File: config.mk
export PLATFORM = sky130hd
export DESIGN_NAME = pixel_packer
export DESIGN_NICKNAME = d
export VERILOG_FILES = /design/src/rtl/pixel_packer.sv
export SDC_FILE = /design/constraint.sdc
export NUM_CORES = 1
export LEC_CHECK = 0
export ABC_AREA = 0
export CAP_MARGIN = 20
export CORE_ASPECT_RATIO = 1.1
export CORE_MARGIN = 5
export CORE_UTILIZATION = 52
export DETAILED_ROUTE_END_ITERATION = 12
export PLACE_DENSITY = 0.86
export SLEW_MARGIN = 20
export SYNTH_ARGS = -nofsm -noshare
export SYNTH_HDL_FRONTEND = slang
export SYNTH_SLANG_ARGS = --single-unit
File: constraint.sdc
create_clock -name clk -period 2.6 [get_ports clk]
set_input_delay 0.52 -clock clk [delete_from_list [all_inputs] [get_ports clk]]
set_output_delay 0.52 -clock clk [all_outputs]
set_load 0.02 [all_outputs]
File: src/rtl/pixel_packer.sv
// Packs 4-bit rasterizer pixels into sof-tagged bytes and queues them in an 8-deep show-ahead FIFO.
// Optional build macro: PIXEL_PACKER_DROP_CNT_EN enables the saturating dropped-byte counter.
module pixel_packer (
    input  logic       clk,
    input  logic       rst,
    input  logic [3:0] pixel_data,
    input  logic       pixel_en,
    input  logic       frame_sync,
    output logic [7:0] out_data,
    output logic       out_sof,
    output logic       out_valid,
    input  logic       out_ready,
    output logic [3:0] fifo_count,
    output logic       overflow,
    output logic       frame_done,
    output logic [7:0] drop_count
);

    typedef enum logic [1:0] {
        HUNT = 2'd0,
        HI   = 2'd1,
        LO   = 2'd2
    } asm_state_t;

    asm_state_t state;
    asm_state_t next_state;

    logic [3:0] high_nib;
    logic       pending_sof;
    logic [5:0] pix_idx;

    logic       restart;
    logic       load_high;
    logic       push;
    logic [8:0] push_word;

    logic [8:0] mem [0:7];
    logic [2:0] wr_ptr;
    logic [2:0] rd_ptr;
    logic [3:0] count;
    logic       full;
    logic       pop;
    logic       write_en;
    logic       drop;

    always_ff @(posedge clk or posedge rst) begin
        if (rst) begin
            state <= HUNT;
        end else begin
            state <= next_state;
        end
    end

    always_comb begin
        next_state = state;
        if (pixel_en) begin
            if (frame_sync) begin
                next_state = LO;
            end else begin
                case (state)
                    HI:      next_state = LO;
                    LO:      next_state = HI;
                    default: next_state = state;
                endcase
            end
        end
    end

    // A sync pixel restarts the frame from any state and wins over a pending byte.
    always_comb begin
        restart   = 1'b0;
        load_high = 1'b0;
        push      = 1'b0;
        if (pixel_en) begin
            if (frame_sync) begin
                restart = 1'b1;
            end else begin
                load_high = (state == HI);
                push      = (state == LO);
            end
        end
    end

    assign push_word = {pending_sof, high_nib, pixel_data};

    always_ff @(posedge clk or posedge rst) begin
        if (rst) begin
            high_nib    <= 4'h0;
            pending_sof <= 1'b0;
            pix_idx     <= 6'd0;
            frame_done  <= 1'b0;
        end else begin
            frame_done <= push && (pix_idx == 6'd63);
            if (restart) begin
                high_nib    <= pixel_data;
                pending_sof <= 1'b1;
                pix_idx     <= 6'd1;
            end else if (load_high) begin
                high_nib <= pixel_data;
                pix_idx  <= pix_idx + 6'd1;
            end else if (push) begin
                pending_sof <= 1'b0;
                pix_idx     <= pix_idx + 6'd1;
            end
        end
    end

    // A pop frees the head slot in the same cycle, so a push into a full FIFO is kept when popping.
    assign full     = (count == 4'd8);
    assign pop      = out_valid && out_ready;
    assign write_en = push && (!full || pop);
    assign drop     = push && full && !pop;

    always_ff @(posedge clk) begin
        if (write_en) begin
            mem[wr_ptr] <= push_word;
        end
    end

    always_ff @(posedge clk or posedge rst) begin
        if (rst) begin
            wr_ptr   <= 3'd0;
            rd_ptr   <= 3'd0;
            count    <= 4'd0;
            overflow <= 1'b0;
        end else begin
            if (write_en) begin
                wr_ptr <= wr_ptr + 3'd1;
            end
            if (pop) begin
                rd_ptr <= rd_ptr + 3'd1;
            end
            if (write_en && !pop) begin
                count <= count + 4'd1;
            end else if (pop && !write_en) begin
                count <= count - 4'd1;
            end
            if (drop) begin
                overflow <= 1'b1;
            end
        end
    end

`ifdef PIXEL_PACKER_DROP_CNT_EN
    logic [7:0] drop_cnt;

    always_ff @(posedge clk or posedge rst) begin
        if (rst) begin
            drop_cnt <= 8'd0;
        end else if (drop && (drop_cnt != 8'hFF)) begin
            drop_cnt <= drop_cnt + 8'd1;
        end
    end

    assign drop_count = drop_cnt;
`else
    assign drop_count = 8'd0;
`endif

    // Head word is gated by out_valid so the outputs read zero while empty or in reset.
    assign out_valid  = (count != 4'd0);
    assign fifo_count = count;
    assign out_data   = out_valid ? mem[rd_ptr][7:0] : 8'h00;
    assign out_sof    = out_valid ? mem[rd_ptr][8] : 1'b0;

endmodule

==> results.txt <==
----------------------------------------------------
[Synthesis]
  Most used DFF post-synth ... sky130_fd_sc_hd__edfxtp_1
  Fraction of synthesis flops using an asynchronous set or reset pin ... 0.258
  Post-synthesis sequential area ratio ... 0.677
  Yosys warning total ... 0
  Leading area contributor after synthesis ... sky130_fd_sc_hd__edfxtp_1
  Synth cell types ... 43
  Syn Std Cell Area ... 4120 µm²
  Top cell type's share of synthesized area ... 0.525
  Number of instances in the synthesized netlist ... 243
  Number of enable-type register cells in the synthesized netlist ... 72
  Post-synthesis average cell area ... 17.0 µm²
  Top area cells in the synthesized netlist ... sky130_fd_sc_hd__edfxtp_1 (52%), sky130_fd_sc_hd__dfrtp_1 (15%), sky130_fd_sc_hd__mux4_2 (9.8%), sky130_fd_sc_hd__a22o_1 (2.1%), sky130_fd_sc_hd__mux2_2 (1.9%)
  Post-synthesis sequential element count ... 97

[Routing]
  Post-Route WL ... 8.02 mm
  Avg Vias per Cell ... 5.59
  Vias ... 2304
  Number of nets with antenna violations after routing ... 0
  Count of unresolved DRC violations after routing ... 0
  Average wire length per cell after detail routing ... 19.5 µm
  Iter 0 DRT Violations ... 117
  Number of detailed-route iterations in the first pass ... 4

[STA]
  Final Cycle Share ... 0.976
  Aggregate negative setup slack ... 0 ns
  Final worst-path setup slack ... 0.0619 ns
  Min Tclk post-route ... 2.54 ns
  Count of endpoints failing setup in the final report ... 0
  Worst hold margin ... 0.485 ns
  Final hold vios ... 0
  Clock skew ... 0.0121 ns
  Final Max Slew Viols ... 0
  Fmax achieved ... 394 MHz
  Transition time at the pin with the least slew margin ... 0.557 ns
  Slew headroom ... 0.626
  RSZ-0062 raised after global routing ... false

[Floorplan]
  Initial core utilization ... 0.526
  Vertical extent of the die ... 103 µm
  Die Wd ... 94.9 µm
  Floorplan die area ... 9810 µm²
  Core box area ... 7830 µm²
  Floorplan row count ... 34
  I/O Pins ... 33

[Layout]
  Final nets ... 315
  Ratio of cells with drive above 1 in the final layout ... 0.319
  Layout Area Growth over Synthesis ... 19.3%
  Non-filler cells, final ... 412
  Most used cells in the layout excluding fill and tap cells ... sky130_fd_sc_hd__edfxtp_1 (72), sky130_fd_sc_hd__buf_4 (28), sky130_fd_sc_hd__dfrtp_1 (22), sky130_fd_sc_hd__mux4_2 (18), sky130_fd_sc_hd__clkdlybuf4s50_1 (14)
  Most frequent standard cell in the layout excluding fill and tap cells ... sky130_fd_sc_hd__edfxtp_1
  Antenna fix cells ... 0

[Power and ir drop]
  Combinational fraction of design power ... 0.406
  Switching power as a share of total power ... 0.340
  Clk network pwr share ... 0.173
  Internal power ... 3.26 mW
  Total power divided by cell area ... 1000 nW/µm²
  VDD IR-drop max ... 0.475 mV
  Net switching power ... 1.68 mW
  Total leakage power ... 1.76 nW
  Flop pwr share ... 0.421
  Power consumption ... 4.94 mW

[Placement]
  Placed Cells incl. Taps ... 392
  Post-placement worst setup slack ... -0.151 ns
  Count of buffers inserted at the top-level ports ... 24
  Global placer's final weighted congestion ... 0.780
  Detailed Place HPWL ... 5.14 mm

[Global routing]
  Residual overflow from global routing ... 0
  Maximum number of pins on one net before global-route repair ... 26
  Global-route wire length before repair ... 12.8 mm
  Overall global routing resource usage ... 0.180
  Antenna violations before repair ... 0
  Via count of the first global-routing pass ... 2468

[Critical path]
  Maximum fanout along the worst path ... 5
  Flop-to-flop setup slack ... 0.12 ns
  Beginning of the worst register-to-register path ... fifo_count[2]
  Type of the worst setup path ... reg -> out
  Logic depth of the worst register-to-register path ... 10
  Arrival time at the worst endpoint ... 2.02 ns
  Critical path startpoint category ... flop
  Data required time at the worst endpoint ... 2.08 ns
  Reg2reg end ... fifo_count[3]
  Sort of element at the end of the critical path ... primary output

[Clocking]
  Hold-fix buffers at CTS ... 0
  Buffers from clock root to sink, at most ... 2
  Clock latency at the later pin of the worst-skew pair ... 0.36 ns
  Clock Root Buffer ... sky130_fd_sc_hd__clkbuf_8
  H-tree lvl count ... 3
  Clock slew at the register clock pins of the worst setup and hold paths ... 0.09 ns
  TritonCTS clock tree ... built
  Clock sinks ... 97
  Cts bufs inserted ... 9

[Worst hold path]
  Tightest Hold Check Type ... reg -> reg
  Hold path startpoint ... overflow
  WHS Path Cells ... 1
  Worst min-delay path endpoint ... overflow

[Run]
  Count of maximum capacitance violations ... 0

[Outcome]
  Outcome ... complete, no violations

----------------------------------------------------
[synthesized netlist by cell type (all sizes together) (4+ instances only)]
cell type / number
nand3: 9
ha: 6
nand2: 5
xnor2: 7
o211ai: 5
or3: 4
clkbuf: 4
edfxtp: 72
or4: 5
mux4: 18
o21ai: 8
a22o: 10
nand2b: 5
buf: 14
dfrtp: 25
mux2: 7
inv: 7
nor2: 5
[flip-flops by register name, summed over array words and instances, names as in the netlist]
signal / cells
pending_sof: 1
high_nib: 4
pix_idx: 6
wr_ptr: 3
rd_ptr: 3
frame_done: 1
mem: 72
fifo_count: 4
state: 2
overflow: 1
[power by group through the flow]
stage	registers [mW]	clock network (mW)	logic (mW)
CTS	2.07	0.879	1.98
finish	2.08	0.854	2.00
floorplan	2.09	0	1.24
global route	2.11	0.954	2.18
detailed placement	2.09	0	1.97
global placement	2.07	0	1.91
[worst max-delay path by stage]
stage                              from            end  slack, ns  cells past startpoint
final                     fifo_count[1]    out_data[0]       0.06                      4
after detailed placement     frame_sync  fifo_count[3]      -0.15                     10
after floorplan           fifo_count[0]  fifo_count[3]       0.02                      9
after global placement       frame_sync  fifo_count[3]      -0.06                     10
after global routing      fifo_count[1]    out_data[0]      0.002                      4
after CTS                 fifo_count[0]    out_data[0]      0.003                      4
[routing by layer]
layer / global-route usage / part of all wire / vias to the layer above / wire length, µm
met3: 0.0376 / 0.049 / 8 / 390
met1: 0.227 / 0.38 / 1174 / 3060
li1: - / - / 1059 / -
met2: 0.312 / 0.56 / 63 / 4450
met5: 0 / 0 / - / 0
met4: 0.0633 / 0.015 / 0 / 117
[area by class of cell]
cell class / count / area [µm²]
sequential: 97 / 2790
inverter: 7 / 26.3
multi-input combinational: 129 / 1300
tap: 108 / 135
timing repair buffer: 55 / 488
fill: 585 / 2910
clock buffer: 10 / 128
clock inverter: 6 / 42.5
[stage by stage]
| step | area [µm²] | utilization |
|---|---|---|
| after floorplan | 4180 | - |
| after global placement | 4680 | 0.598 |
| after detailed placement | 4680 | 0.598 |
| after CTS | 4890 | 0.624 |
| after global routing | 4910 | 0.628 |
| final | 4910 | 0.628 |
[logic make-up after synthesis]
logic type               share of synthesized area
multiplexers                                 0.120
adder cells (fa/ha/maj)                     0.0231
AO/OA/AOI/OAI                               0.0559
buffers and inverters                       0.0355
AND/OR/NAND/NOR                             0.0711
flip-flops                                   0.677
XOR/XNOR                                    0.0170
other                                     0.000910
[critical path, cell delays in order (launching register included)]
cell and delay [ns]:
sky130_fd_sc_hd__dfrtp_2 0.41, sky130_fd_sc_hd__or4_4 0.55, sky130_fd_sc_hd__and2_4 0.22, sky130_fd_sc_hd__a22o_1 0.22, sky130_fd_sc_hd__clkdlybuf4s15_2 0.25
[what timing repair did]
item	in CTS	in global routing
setup endpoints to repair	10	9
setup buffers	1	1
gates cloned	1	1
endpoints found under the hold margin	0	0
gates resized for setup	31	9
pin swaps	0	2
Note: power is estimated with default switching activity, not from simulation.
